<file path="src/rtl/frame_tx_sequencer.sv">
// frame_tx_sequencer: walks the byte multiplexer through one game-state frame
// (start byte, 3 data bytes, 64 map bytes, end byte) and paces the UART with a
// start/done handshake. All outputs are registered and decoded from the state
// being entered, so each one lines up exactly with its state.
module frame_tx_sequencer #(
  parameter int NUM_BYTES      = 69,
  parameter int SEL_WIDTH      = 7,
  parameter int GAP_CYCLES     = 2,
  parameter int TIMEOUT_CYCLES = 4096
) (
  input  logic                 clock,
  input  logic                 reset_n,
  input  logic                 send,
  input  logic                 abort,
  input  logic                 tx_done,
  output logic [SEL_WIDTH-1:0] sel,
  output logic                 tx_start,
  output logic                 snapshot,
  output logic                 busy,
  output logic                 frame_done,
  output logic                 timeout_err
);

  localparam int TCNT_WIDTH   = (TIMEOUT_CYCLES > 1) ? $clog2(TIMEOUT_CYCLES) : 1;
  localparam int GCNT_WIDTH   = (GAP_CYCLES > 1) ? $clog2(GAP_CYCLES) : 1;
  localparam int GAP_LAST_INT = (GAP_CYCLES > 0) ? GAP_CYCLES - 1 : 0;
  localparam int TO_LAST_INT  = (TIMEOUT_CYCLES > 0) ? TIMEOUT_CYCLES - 1 : 0;

  localparam logic [SEL_WIDTH-1:0]  SEL_ZERO  = {SEL_WIDTH{1'b0}};
  localparam logic [SEL_WIDTH-1:0]  SEL_ONE   = SEL_WIDTH'(32'd1);
  localparam logic [SEL_WIDTH-1:0]  SEL_LAST  = SEL_WIDTH'(NUM_BYTES - 1);
  localparam logic [TCNT_WIDTH-1:0] TCNT_ZERO = {TCNT_WIDTH{1'b0}};
  localparam logic [TCNT_WIDTH-1:0] TCNT_ONE  = TCNT_WIDTH'(32'd1);
  localparam logic [TCNT_WIDTH-1:0] TCNT_LAST = TCNT_WIDTH'(TO_LAST_INT);
  localparam logic [GCNT_WIDTH-1:0] GCNT_ZERO = {GCNT_WIDTH{1'b0}};
  localparam logic [GCNT_WIDTH-1:0] GCNT_ONE  = GCNT_WIDTH'(32'd1);
  localparam logic [GCNT_WIDTH-1:0] GCNT_LAST = GCNT_WIDTH'(GAP_LAST_INT);

  typedef enum logic [2:0] {
    ST_IDLE  = 3'd0,
    ST_LATCH = 3'd1,
    ST_START = 3'd2,
    ST_WAIT  = 3'd3,
    ST_GAP   = 3'd4,
    ST_DONE  = 3'd5
  } state_t;

  state_t                state_r, state_s;
  logic [SEL_WIDTH-1:0]  sel_r, sel_s;
  logic                  pending_r, pending_s;
  logic [TCNT_WIDTH-1:0] tcnt_r, tcnt_s;
  logic [GCNT_WIDTH-1:0] gcnt_r, gcnt_s;
  logic                  terr_s;

  logic tx_start_r, snapshot_r, busy_r, frame_done_r, timeout_err_r;
  logic tx_start_s, snapshot_s, busy_s, frame_done_s, timeout_err_s;

  // State, byte index, pending request and counters.
  always_ff @(posedge clock or negedge reset_n) begin
    if (!reset_n) begin
      state_r   <= ST_IDLE;
      sel_r     <= SEL_ZERO;
      pending_r <= 1'b0;
      tcnt_r    <= TCNT_ZERO;
      gcnt_r    <= GCNT_ZERO;
    end else begin
      state_r   <= state_s;
      sel_r     <= sel_s;
      pending_r <= pending_s;
      tcnt_r    <= tcnt_s;
      gcnt_r    <= gcnt_s;
    end
  end

  // Next-state logic; abort overrides everything, a request seen while a frame
  // is running (including the DONE cycle) is remembered one deep.
  always_comb begin
    state_s   = state_r;
    sel_s     = sel_r;
    pending_s = pending_r | (send & (state_r != ST_IDLE));
    tcnt_s    = tcnt_r;
    gcnt_s    = gcnt_r;
    terr_s    = 1'b0;
    if (abort) begin
      state_s   = ST_IDLE;
      sel_s     = SEL_ZERO;
      pending_s = 1'b0;
      tcnt_s    = TCNT_ZERO;
      gcnt_s    = GCNT_ZERO;
    end else begin
      case (state_r)
        ST_IDLE: begin
          sel_s = SEL_ZERO;
          if (send) begin
            state_s = ST_LATCH;
          end else begin
            state_s = ST_IDLE;
          end
        end
        ST_LATCH: begin
          state_s = ST_START;
        end
        ST_START: begin
          state_s = ST_WAIT;
          tcnt_s  = TCNT_ZERO;
        end
        ST_WAIT: begin
          // tx_done is checked first so a completion on the expiry cycle wins
          if (tx_done) begin
            if (sel_r == SEL_LAST) begin
              state_s = ST_DONE;
            end else begin
              sel_s  = sel_r + SEL_ONE;
              gcnt_s = GCNT_ZERO;
              if (GAP_CYCLES == 0) begin
                state_s = ST_START;
              end else begin
                state_s = ST_GAP;
              end
            end
          end else if (tcnt_r == TCNT_LAST) begin
            state_s   = ST_IDLE;
            sel_s     = SEL_ZERO;
            pending_s = 1'b0;
            terr_s    = 1'b1;
          end else begin
            tcnt_s = tcnt_r + TCNT_ONE;
          end
        end
        ST_GAP: begin
          if (gcnt_r == GCNT_LAST) begin
            state_s = ST_START;
          end else begin
            gcnt_s = gcnt_r + GCNT_ONE;
          end
        end
        ST_DONE: begin
          sel_s = SEL_ZERO;
          if (pending_s) begin
            state_s   = ST_LATCH;
            pending_s = 1'b0;
          end else begin
            state_s = ST_IDLE;
          end
        end
        default: begin
          state_s   = ST_IDLE;
          sel_s     = SEL_ZERO;
          pending_s = 1'b0;
          tcnt_s    = TCNT_ZERO;
          gcnt_s    = GCNT_ZERO;
        end
      endcase
    end
  end

  // Output decode from the state being entered, so registered outputs track state.
  always_comb begin
    tx_start_s    = (state_s == ST_START);
    snapshot_s    = (state_s == ST_LATCH);
    busy_s        = (state_s != ST_IDLE);
    frame_done_s  = (state_s == ST_DONE);
    timeout_err_s = terr_s;
  end

  // Output registers.
  always_ff @(posedge clock or negedge reset_n) begin
    if (!reset_n) begin
      tx_start_r    <= 1'b0;
      snapshot_r    <= 1'b0;
      busy_r        <= 1'b0;
      frame_done_r  <= 1'b0;
      timeout_err_r <= 1'b0;
    end else begin
      tx_start_r    <= tx_start_s;
      snapshot_r    <= snapshot_s;
      busy_r        <= busy_s;
      frame_done_r  <= frame_done_s;
      timeout_err_r <= timeout_err_s;
    end
  end

  assign sel         = sel_r;
  assign tx_start    = tx_start_r;
  assign snapshot    = snapshot_r;
  assign busy        = busy_r;
  assign frame_done  = frame_done_r;
  assign timeout_err = timeout_err_r;

endmodule

</file>
<file path="config.mk">
export PLATFORM = sky130hd
export DESIGN_NAME = frame_tx_sequencer
export DESIGN_NICKNAME = d
export VERILOG_FILES = /design/src/rtl/frame_tx_sequencer.sv
export SDC_FILE = /design/constraint.sdc
export NUM_CORES = 1
export LEC_CHECK = 0
export CAP_MARGIN = 20
export CORE_ASPECT_RATIO = 1.75
export CORE_MARGIN = 4
export CORE_UTILIZATION = 50
export CTS_CLUSTER_DIAMETER = 150
export CTS_CLUSTER_SIZE = 30
export DETAILED_ROUTE_END_ITERATION = 6
export GPL_TIMING_DRIVEN = 0
export PLACE_DENSITY = 0.76
export SLEW_MARGIN = 10
export SYNTH_ARGS = -nofsm -noshare
export SYNTH_HDL_FRONTEND = slang
export SYNTH_SLANG_ARGS = --single-unit
</file>
<file path="constraint.sdc">
create_clock -name clock -period 5 [get_ports clock]
set_input_delay 1 -clock clock [delete_from_list [all_inputs] [get_ports clock]]
set_output_delay 1 -clock clock [all_outputs]
set_load 0.01 [all_outputs]
</file>
==> run summary, run 1 <==
Post-CTS Setup Bufs -> 0
Iter 0 DRT Violations -> 43
register area share after synthesis -> 42.3%
largest net degree at the start of global routing -> 16
remaining antenna violation count -> 0
count leader, synth -> dfrtp_1
mean post-synth cell area -> 9.17 sq um
grt met3 use -> 6.15%
Seq pwr share -> 41.9%
Worst Tran Pin Value -> 0.715 ns
Clock power frac -> 42.7%
ranking of synthesized cells by area -> dfrtp_1 (42%), o21ai_0 (4.4%), nand2_1 (3.9%)
FF+latch area -> 726 sq um
RSZ-0062 raised after global routing -> no
CTS Buffer Depth -> 2
initial antenna violation count -> 0
Hold Crit Class -> reg -> reg
drt drc -> 0
post-route setup slack -> 2.38 ns
fillers -> 245
Peak Freq -> 382 MHz
Netlist cell types -> 56
Die Area -> 4470 sq um
synthesis warning total -> 0
post-synthesis cell count -> 187
GRT busiest layer -> met2
post-route minimum period -> 2.62 ns
Post-Syn Area -> 1720 sq um
total congestion overflow -> 0
r2r setup slk -> 2.70 ns
combinational power share -> 15.4%
WP data required -> 5.20 ns
Slew Limit Fails -> 0
multi-input logic area -> 901 sq um
# setup viols final -> 0
Post-synth top cells -> dfrtp_1 (29), nand2_1 (18), o21ai_0 (15), nor2_1 (14), nand3_1 (12)
Max FO, Critical Path -> 10
Ant. Diodes -> 0
GRT Total Usage -> 20.8%
syn_nets -> 195
Initial Util -> 53.5%
switching pwr -> 0.144 mW
Reg-to-Reg Start -> tcnt_r[0]$_DFFE_PN0P_
Core ar. -> 3210 sq um
height of the die -> 85.5 um
CTS tree -> done
min-delay src -> tcnt_r[10]$_DFFE_PN0P_
Internal Pwr Total -> 0.442 mW
number of I/O port buffers -> 15
first-pass GRT wire length -> 7030 um
met2 GRT Util -> 35.3%
dominant synthesized flop cell -> dfrtp_1
# hold bufs at CTS -> 0
DR vias/cell -> 6.11
pre-CTS WS -> 2.10 ns
Sw Share -> 24.6%
post_cts resized -> 0
Critical Path Source Type -> input port
setup TNS -> 0 ns
Final Hold Viols -> 0
DR pass1 iterations -> 4
average routed wire per standard cell -> 15.6 um
Post-DP HPWL -> 3000 um
Setup Skew -> 0.0106 ns
Post-synth EDFFs -> 0
Pwr Density -> 286 nW/um^2
arrival time worst endpoint -> 2.82 ns
GP Congestion -> 0.975
H-tree levels -> 2
Clk Latency, worst-skew pair -> 0.28 ns
#FFs+latches synth -> 29
Clk pin slew, worst setup/hold paths -> 0.07 ns
total CTS buffers -> 5
Std-Cell Rows -> 27
number of global-route vias before repair -> 1569
Synth async-reset ratio -> 100%
Post-Route WL -> 3970 um
Root Driver -> clkbuf_8
Max-cap violations -> 0
status -> finished, final reports clean
Tcrit/Tclk final -> 52.4%
Yosys top cell area share -> 42.3%
Static Leak -> 0.860 nW
Die Wd -> 52.3 um
nets -> 218
Peak VDD IR -> 253 uV
Max-slew headroom -> 52.2%
worst setup path class -> in -> reg
Crit. End Element -> flop
Synth area leader -> dfrtp_1
crit path launch -> tx_done
total power -> 0.586 mW
Area growth, synth to finish -> 19.5%
met1 Use GR -> 22.3%
layout cells sized above 1 -> 14.7%
vias -> 1551
IO Count -> 17
CTS Sinks -> 29
[flip-flops by register name, indices dropped and copies added, names as in the netlist]
| signal | flops |
|---|---|
| snapshot | 1 |
| gcnt_r | 1 |
| sel | 7 |
| state_r | 3 |
| frame_done | 1 |
| tx_start | 1 |
| pending_r | 1 |
| tcnt_r | 12 |
| timeout_err | 1 |
| busy | 1 |
[path summary, 6_finish.rpt]
kind                                     endpoint  cells after the start
setup reg to reg            tcnt_r[7]$_DFFE_PN0P_                      8
setup / recovery               sel[6]$_DFFE_PN0P_                      7
hold reg to reg            tcnt_r[10]$_DFFE_PN0P_                      2
hold / removal             tcnt_r[10]$_DFFE_PN0P_                      2
max in group asynchronous    state_r[2]$_DFF_PN0_                      2
min in group asynchronous      sel[3]$_DFFE_PN0P_                      1
[power groups by stage]
stage          registers (mW)  clock network (mW)  logic [mW]
4_1_cts                 0.246               0.258      0.0901
6_report                0.246               0.250      0.0901
5_1_grt                 0.246               0.268      0.0999
3_5_place_dp            0.250                   0      0.0899
3_3_place_gp            0.250                   0      0.0854
2_1_floorplan           0.251                   0      0.0570
[through the flow]
| stage | util [%] | cell area (sq um) | hold WS, ns | std cells |
|---|---|---|---|---|
| floorplan | - | 1720 | 0.473 | 187 |
| global placement | 59.8 | 1920 | 0.508 | 245 |
| detailed placement | 60.3 | 1930 | 0.524 | 246 |
| CTS | 63.9 | 2050 | 0.533 | 254 |
| global route | 63.9 | 2050 | 0.589 | 254 |
| finish | 63.9 | 2050 | 0.538 | 254 |
[routing by layer]
layer,up-vias,share of wire [%]
met5,-,0
met4,0,3.2
met3,14,6.1
met2,58,53
met1,749,37
li1,730,-
[cell type report]
class	count	area share (%)
Multi-Input combinational cell	141	43.9
Sequential cell	29	35.4
Timing Repair Buffer	16	8.05
Clock buffer	7	4.21
Buffer	10	3.05
Tap cell	43	2.62
Clock inverter	1	1.46
Inverter	7	1.28
[cells in the final DEF (no fill, tap or decap), types with 2 or more instances in the layout]
cell type | netlist | layout
clkdlybuf4s50_1 | 0 | 15
and2_1 | 3 | 3
o21bai_1 | 2 | 2
a211oi_1 | 3 | 3
nand3_1 | 12 | 12
o21ai_1 | 5 | 5
xnor2_1 | 2 | 2
buf_2 | 5 | 5
nor2b_1 | 2 | 2
o311ai_0 | 2 | 2
nand2_1 | 18 | 18
nor4b_1 | 2 | 2
nand4_1 | 3 | 3
nor2_1 | 14 | 14
or3_2 | 3 | 3
or3_1 | 6 | 6
clkbuf_8 | 0 | 6
nor3_1 | 2 | 2
o21ai_0 | 15 | 15
a21oi_1 | 10 | 10
buf_6 | 2 | 2
inv_1 | 7 | 7
a21boi_1 | 3 | 3
dfrtp_1 | 29 | 29
clkbuf_1 | 2 | 3
ha_1 | 3 | 3
[critical path: stages]
cell,delay (ns)
clkdlybuf4s50_1,0.62
inv_1,0.12
or4_4,0.56
o211ai_2,0.10
buf_6,0.16
o21ai_1,0.08
a21boi_1,0.17
[logic make-up after synthesis]
kind of cell,share of synthesized area (%)
adders and majority gates,2.19
xor gates and xnor gates,1.53
buffers and inverters,5.18
and+or+nand+nor,26.3
muxes,0.656
DFF,42.3
AOI/OAI and AO/OA,21.8
Power figures use the tool's default switching activity.
==> run 2, diff against run 1 <==
--- a/config.mk
+++ b/config.mk
@@ -13,7 +13,7 @@
 export CTS_CLUSTER_SIZE = 30
 export DETAILED_ROUTE_END_ITERATION = 6
 export GPL_TIMING_DRIVEN = 0
-export PLACE_DENSITY = 0.76
+export PLACE_DENSITY = 0.79
 export SLEW_MARGIN = 10
 export SYNTH_ARGS = -nofsm -noshare
 export SYNTH_HDL_FRONTEND = slang
==> constraint.sdc (replaced) <==
create_clock -name clock -period 2.25 [get_ports clock]
set_input_delay 0.45 -clock clock [delete_from_list [all_inputs] [get_ports clock]]
set_output_delay 0.45 -clock clock [all_outputs]
set_load 0.01 [all_outputs]
==> run summary, run 2 (synthesized netlist as in run 1, its figures left out) <==
Post-CTS Setup Bufs -> 0
Max FO, Critical Path -> 14
r2r setup slk -> 0.09 ns
drt drc -> 0
Area growth, synth to finish -> 17.7%
H-tree levels -> 2
Tcrit/Tclk final -> 96.1%
Pwr Density -> 602 nW/um^2
post_cts resized -> 0
nets -> 216
status -> finished, final reports clean
Internal Pwr Total -> 0.895 mW
post-route minimum period -> 2.16 ns
Seq pwr share -> 44.9%
worst setup path endpoint -> tcnt_r[5]$_DFFE_PN0P_
Worst Tran Pin Value -> 0.637 ns
Die Area -> 4470 sq um
final instance area -> 2020 sq um
combinational power share -> 16.0%
Core ar. -> 3210 sq um
placed cell area -> 1910 sq um
Hold Crit Class -> in -> async
Peak VDD IR -> 408 uV
FF-to-FF End -> tcnt_r[5]$_DFFE_PN0P_
CTS Sinks -> 29
GP Congestion -> 0.914
utilization after layout -> 62.9%
number of I/O port buffers -> 15
CP bufs+invs -> 1
height of the die -> 85.5 um
Clock power frac -> 39.1%
vias -> 1486
Static Leak -> 0.848 nW
GRT Total Usage -> 19.6%
Crit. path cell count -> 7
Clk pin slew, worst setup/hold paths -> 0.06 ns
arrival time worst endpoint -> 2.38 ns
Post-DP HPWL -> 2930 um
Biggest register -> tcnt_r
Reg-to-Reg Start -> tcnt_r[0]$_DFFE_PN0P_
Max-cap violations -> 0
initial antenna violation count -> 0
CP cell instances -> ha_1, and3_2, and4_1, buf_6, a21o_4, or4_1, nand2_1
number of global-route vias before repair -> 1468
IO Count -> 17
CP peak stage delay -> 0.50 ns
Ant. Diodes -> 0
DR vias/cell -> 5.90
crit path launch -> tcnt_r[0]$_DFFE_PN0P_
average routed wire per standard cell -> 15.2 um
CTS Buffer Depth -> 2
total CTS buffers -> 5
WP data required -> 2.47 ns
Clk Latency, worst-skew pair -> 0.29 ns
reg2reg path depth -> 7
# hold bufs at CTS -> 0
total congestion overflow -> 0
RSZ-0062 raised after global routing -> no
first-pass GRT wire length -> 6530 um
worst setup path class -> reg -> reg
Post-Route WL -> 3840 um
Crit. End Element -> flop
Peak Freq -> 463 MHz
# setup viols final -> 0
CTS tree -> done
Critical Path Slowest Stage Cell -> or4_1
remaining antenna violation count -> 0
Setup Skew -> 0.00684 ns
cell family with most CP delay -> simple AND/OR/NAND/NOR gates
largest net degree at the start of global routing -> 30
Root Driver -> clkbuf_8
Max-slew headroom -> 57.5%
Slew Limit Fails -> 0
max FFs per register -> 12
Final Hold Viols -> 0
layout cells sized above 1 -> 15.3%
switching pwr -> 0.320 mW
Std-Cell Rows -> 27
Iter 0 DRT Violations -> 75
Die Wd -> 52.3 um
Critical Path Source Type -> flop
most frequent cells in the layout -> dfrtp_1 (29), nand2_1 (18), o21ai_0 (15), nor2_1 (14), clkdlybuf4s50_1 (14)
most common cell after layout, fill and taps aside -> dfrtp_1
Sw Share -> 26.3%
DR pass1 iterations -> 4
Initial Util -> 53.5%
==> run 2: final cells by class <==
| class | instances | area [sq um] |
|---|---|---|
| flip-flops and latches | 29 | 726 |
| clock inverters | 1 | 5.00 |
| fillers | 261 | 1190 |
| multi-input cells | 141 | 907 |
| well taps | 43 | 53.8 |
| repair buffers | 15 | 145 |
| inverters | 7 | 26.3 |
| plain buffers | 9 | 58.8 |
| clock buffers | 7 | 96.3 |
==> run 2: worst register-to-register path: stages (launching register included) <==
cell,delay (ns)
dfrtp_1,0.42
ha_1,0.25
and3_2,0.26
and4_1,0.19
buf_6,0.14
a21o_4,0.24
or4_1,0.50
nand2_1,0.10
==> run 2: through the flow <==
stage | hold slack, ns | total power [mW] | cells | TNS, ns | worst slack (ns)
4_1_cts | 0.202 | 1.22 | 252 | 0 | 0.0530
3_5_place_dp | 0.507 | 0.751 | 245 | -0.644 | -0.111
5_1_grt | 0.235 | 1.27 | 252 | 0 | 0.0199
3_3_place_gp | 0.512 | 0.748 | 245 | -0.141 | -0.0317
6_report | 0.181 | 1.22 | 252 | 0 | 0.0886
2_1_floorplan | 0.154 | 0.685 | 187 | 0 | 0.199
==> run 2: how the worst min path moves through the flow <==
stage	startpoint	end	slack, ns
2_1_floorplan	reset_n	busy$_DFF_PN0_	0.15
4_1_cts	reset_n	sel[5]$_DFFE_PN0P_	0.20
3_5_place_dp	reset_n	sel[5]$_DFFE_PN0P_	0.51
6_report	reset_n	sel[5]$_DFFE_PN0P_	0.18
5_1_grt	reset_n	sel[5]$_DFFE_PN0P_	0.23
3_3_place_gp	tcnt_r[10]$_DFFE_PN0P_	tcnt_r[10]$_DFFE_PN0P_	0.51
==> run 2: power by group through the flow <==
stage | combinational [mW] | clock, mW | sequential, mW
2_1_floorplan | 0.127 | 0 | 0.559
3_3_place_gp | 0.193 | 0 | 0.555
3_5_place_dp | 0.196 | 0 | 0.555
4_1_cts | 0.195 | 0.484 | 0.545
5_1_grt | 0.215 | 0.511 | 0.547
6_report | 0.195 | 0.475 | 0.546
==> run 2: routing by layer <==
metal  global-route usage, %  routed length [um]  vias up
met5                       0                   0        -
met4                    11.9                 133        0
met3                    4.92                 131       15
met2                    35.1                2100       31
met1                    19.4                1480      718
li1                        -                   -      722
==> run 3, diff against run 2 <==
==> constraint.sdc (replaced) <==
create_clock -name clock -period 1.9 [get_ports clock]
set_input_delay 0.38 -clock clock [delete_from_list [all_inputs] [get_ports clock]]
set_output_delay 0.38 -clock clock [all_outputs]
set_load 0.01 [all_outputs]
==> run summary, run 3 (synthesized netlist as in run 1, its figures left out) <==
status -> finished with violations
failing checks -> negative setup slack
Static Leak -> 0.935 nW
Slew Limit Fails -> 0
FF+latch area -> 726 sq um
r2r setup slk -> -0.08 ns
layout cells sized above 1 -> 29.0%
Die Area -> 4470 sq um
final instance area -> 2260 sq um
Crit. End Element -> flop
Final Hold Viols -> 0
# hold bufs at CTS -> 0
first-pass GRT wire length -> 7710 um
worst setup path class -> in -> reg
max FFs per register -> 12
Reg-to-Reg Start -> sel[4]$_DFFE_PN0P_
Max-slew headroom -> 57.0%
CP cell instances -> clkdlybuf4s50_1, inv_1, or4_4, o211ai_4, buf_6, or3_1, a21boi_1
Clk Latency, worst-skew pair -> 0.29 ns
Post-Route WL -> 4780 um
Area growth, synth to finish -> 31.8%
Initial Util -> 53.5%
Critical Path Source Type -> input port
nets -> 228
combinational power share -> 19.5%
most frequent cells in the layout -> dfrtp_1 (29), nand2_1 (16), clkdlybuf4s50_1 (14), nor2_1 (13)
total congestion overflow -> 0
number of global-route vias before repair -> 1688
Post-DP HPWL -> 3150 um
FF-to-FF End -> sel[3]$_DFFE_PN0P_
Pwr Density -> 669 nW/um^2
DR pass1 iterations -> 5
crit path launch -> tx_done
height of the die -> 85.5 um
GP Congestion -> 0.956
total power -> 1.51 mW
RSZ-0062 raised after global routing -> yes
Biggest register -> tcnt_r
cell family with most CP delay -> buffers and inverters
arrival time worst endpoint -> 2.15 ns
Seq pwr share -> 42.7%
average routed wire per standard cell -> 18.1 um
GRT Total Usage -> 23.5%
CTS tree -> done
# setup viols final -> 8
drt drc -> 0
H-tree levels -> 2
CTS Sinks -> 29
Iter 0 DRT Violations -> 78
Setup Skew -> 0.00996 ns
IO Count -> 17
largest net degree at the start of global routing -> 30
Sw Share -> 27.9%
number of I/O port buffers -> 15
Root Driver -> clkbuf_8
multi-input logic area -> 1050 sq um
most common cell after layout, fill and taps aside -> dfrtp_1
pre-CTS WS -> -0.436 ns
DR vias/cell -> 6.17
post-route minimum period -> 1.98 ns
CP bufs+invs -> 3
reg2reg path depth -> 6
Internal Pwr Total -> 1.09 mW
Peak Freq -> 506 MHz
Hold Crit Class -> in -> async
Core ar. -> 3210 sq um
switching pwr -> 0.422 mW
fillers -> 229
Tcrit/Tclk final -> 104%
Critical Path Slowest Stage Cell -> clkdlybuf4s50_1
WP data required -> 2.08 ns
placed cell area -> 1930 sq um
initial antenna violation count -> 0
remaining antenna violation count -> 0
total CTS buffers -> 5
Ant. Diodes -> 0
Worst Tran Pin Value -> 0.645 ns
post-route setup slack -> -0.0772 ns
Std-Cell Rows -> 27
Max-cap violations -> 0
Peak VDD IR -> 612 uV
utilization after layout -> 70.4%
CTS Buffer Depth -> 2
Clk pin slew, worst setup/hold paths -> 0.07 ns
CP peak stage delay -> 0.60 ns
vias -> 1630
Max FO, Critical Path -> 6
Die Wd -> 52.3 um
Clock power frac -> 37.8%
## run 3: changes by cell type in the layout (fill, tap and decap cells not counted), sizes merged
cell,previous run,this run
buf,9,19
clkbuf,8,10
## run 3: area by class of cell
cell class	instances	area share, %
flip-flops and latches	29	32.1
clock inverters	1	0.221
clock buffers	7	4.26
well taps	43	2.38
inverters	7	1.16
repair buffers	27	10.6
multi-input cells	141	46.3
plain buffers	9	2.99
## run 3: through the flow
stage          cells  hold slack, ns  TNS, ns
2_1_floorplan    187          0.0844        0
3_3_place_gp     245           0.512    -3.11
3_5_place_dp     245           0.447    -4.21
4_1_cts          259           0.135   -0.301
5_1_grt          264           0.158   -0.909
6_report         264           0.104   -0.351
## run 3: worst max-delay path by stage
stage,end,slack (ns),depth (start not counted)
floorplan,tcnt_r[5]$_DFFE_PN0P_,0.004,7
global placement,snapshot$_DFF_PN0_,-0.29,6
detailed placement,snapshot$_DFF_PN0_,-0.44,6
CTS,sel[5]$_DFFE_PN0P_,-0.07,6
global route,sel[3]$_DFFE_PN0P_,-0.14,6
finish,sel[3]$_DFFE_PN0P_,-0.08,7
## run 3: power by group through the flow
stage	sequential [mW]	clock [mW]	combinational (mW)
final	0.647	0.572	0.295
after global routing	0.648	0.601	0.320
after CTS	0.647	0.576	0.263
after detailed placement	0.658	0	0.242
after global placement	0.657	0	0.233
after floorplan	0.662	0	0.155
## run 3: metal layers
metal / track usage [%] / up-vias / wire length [um]
met5: 0 / - / 0
met1: 22.9 / 785 / 1630
li1: - / 749 / -
met3: 5.10 / 25 / 228
met4: 18.4 / 0 / 250
met2: 40.7 / 71 / 2670
## run 3: timing repair
item                       in CTS  in global routing
pin swaps                       8                  3
buffers inserted                5                  5
setup endpoints to repair      18                 20
gates cloned                    1                  1
gates resized for setup        15                 24
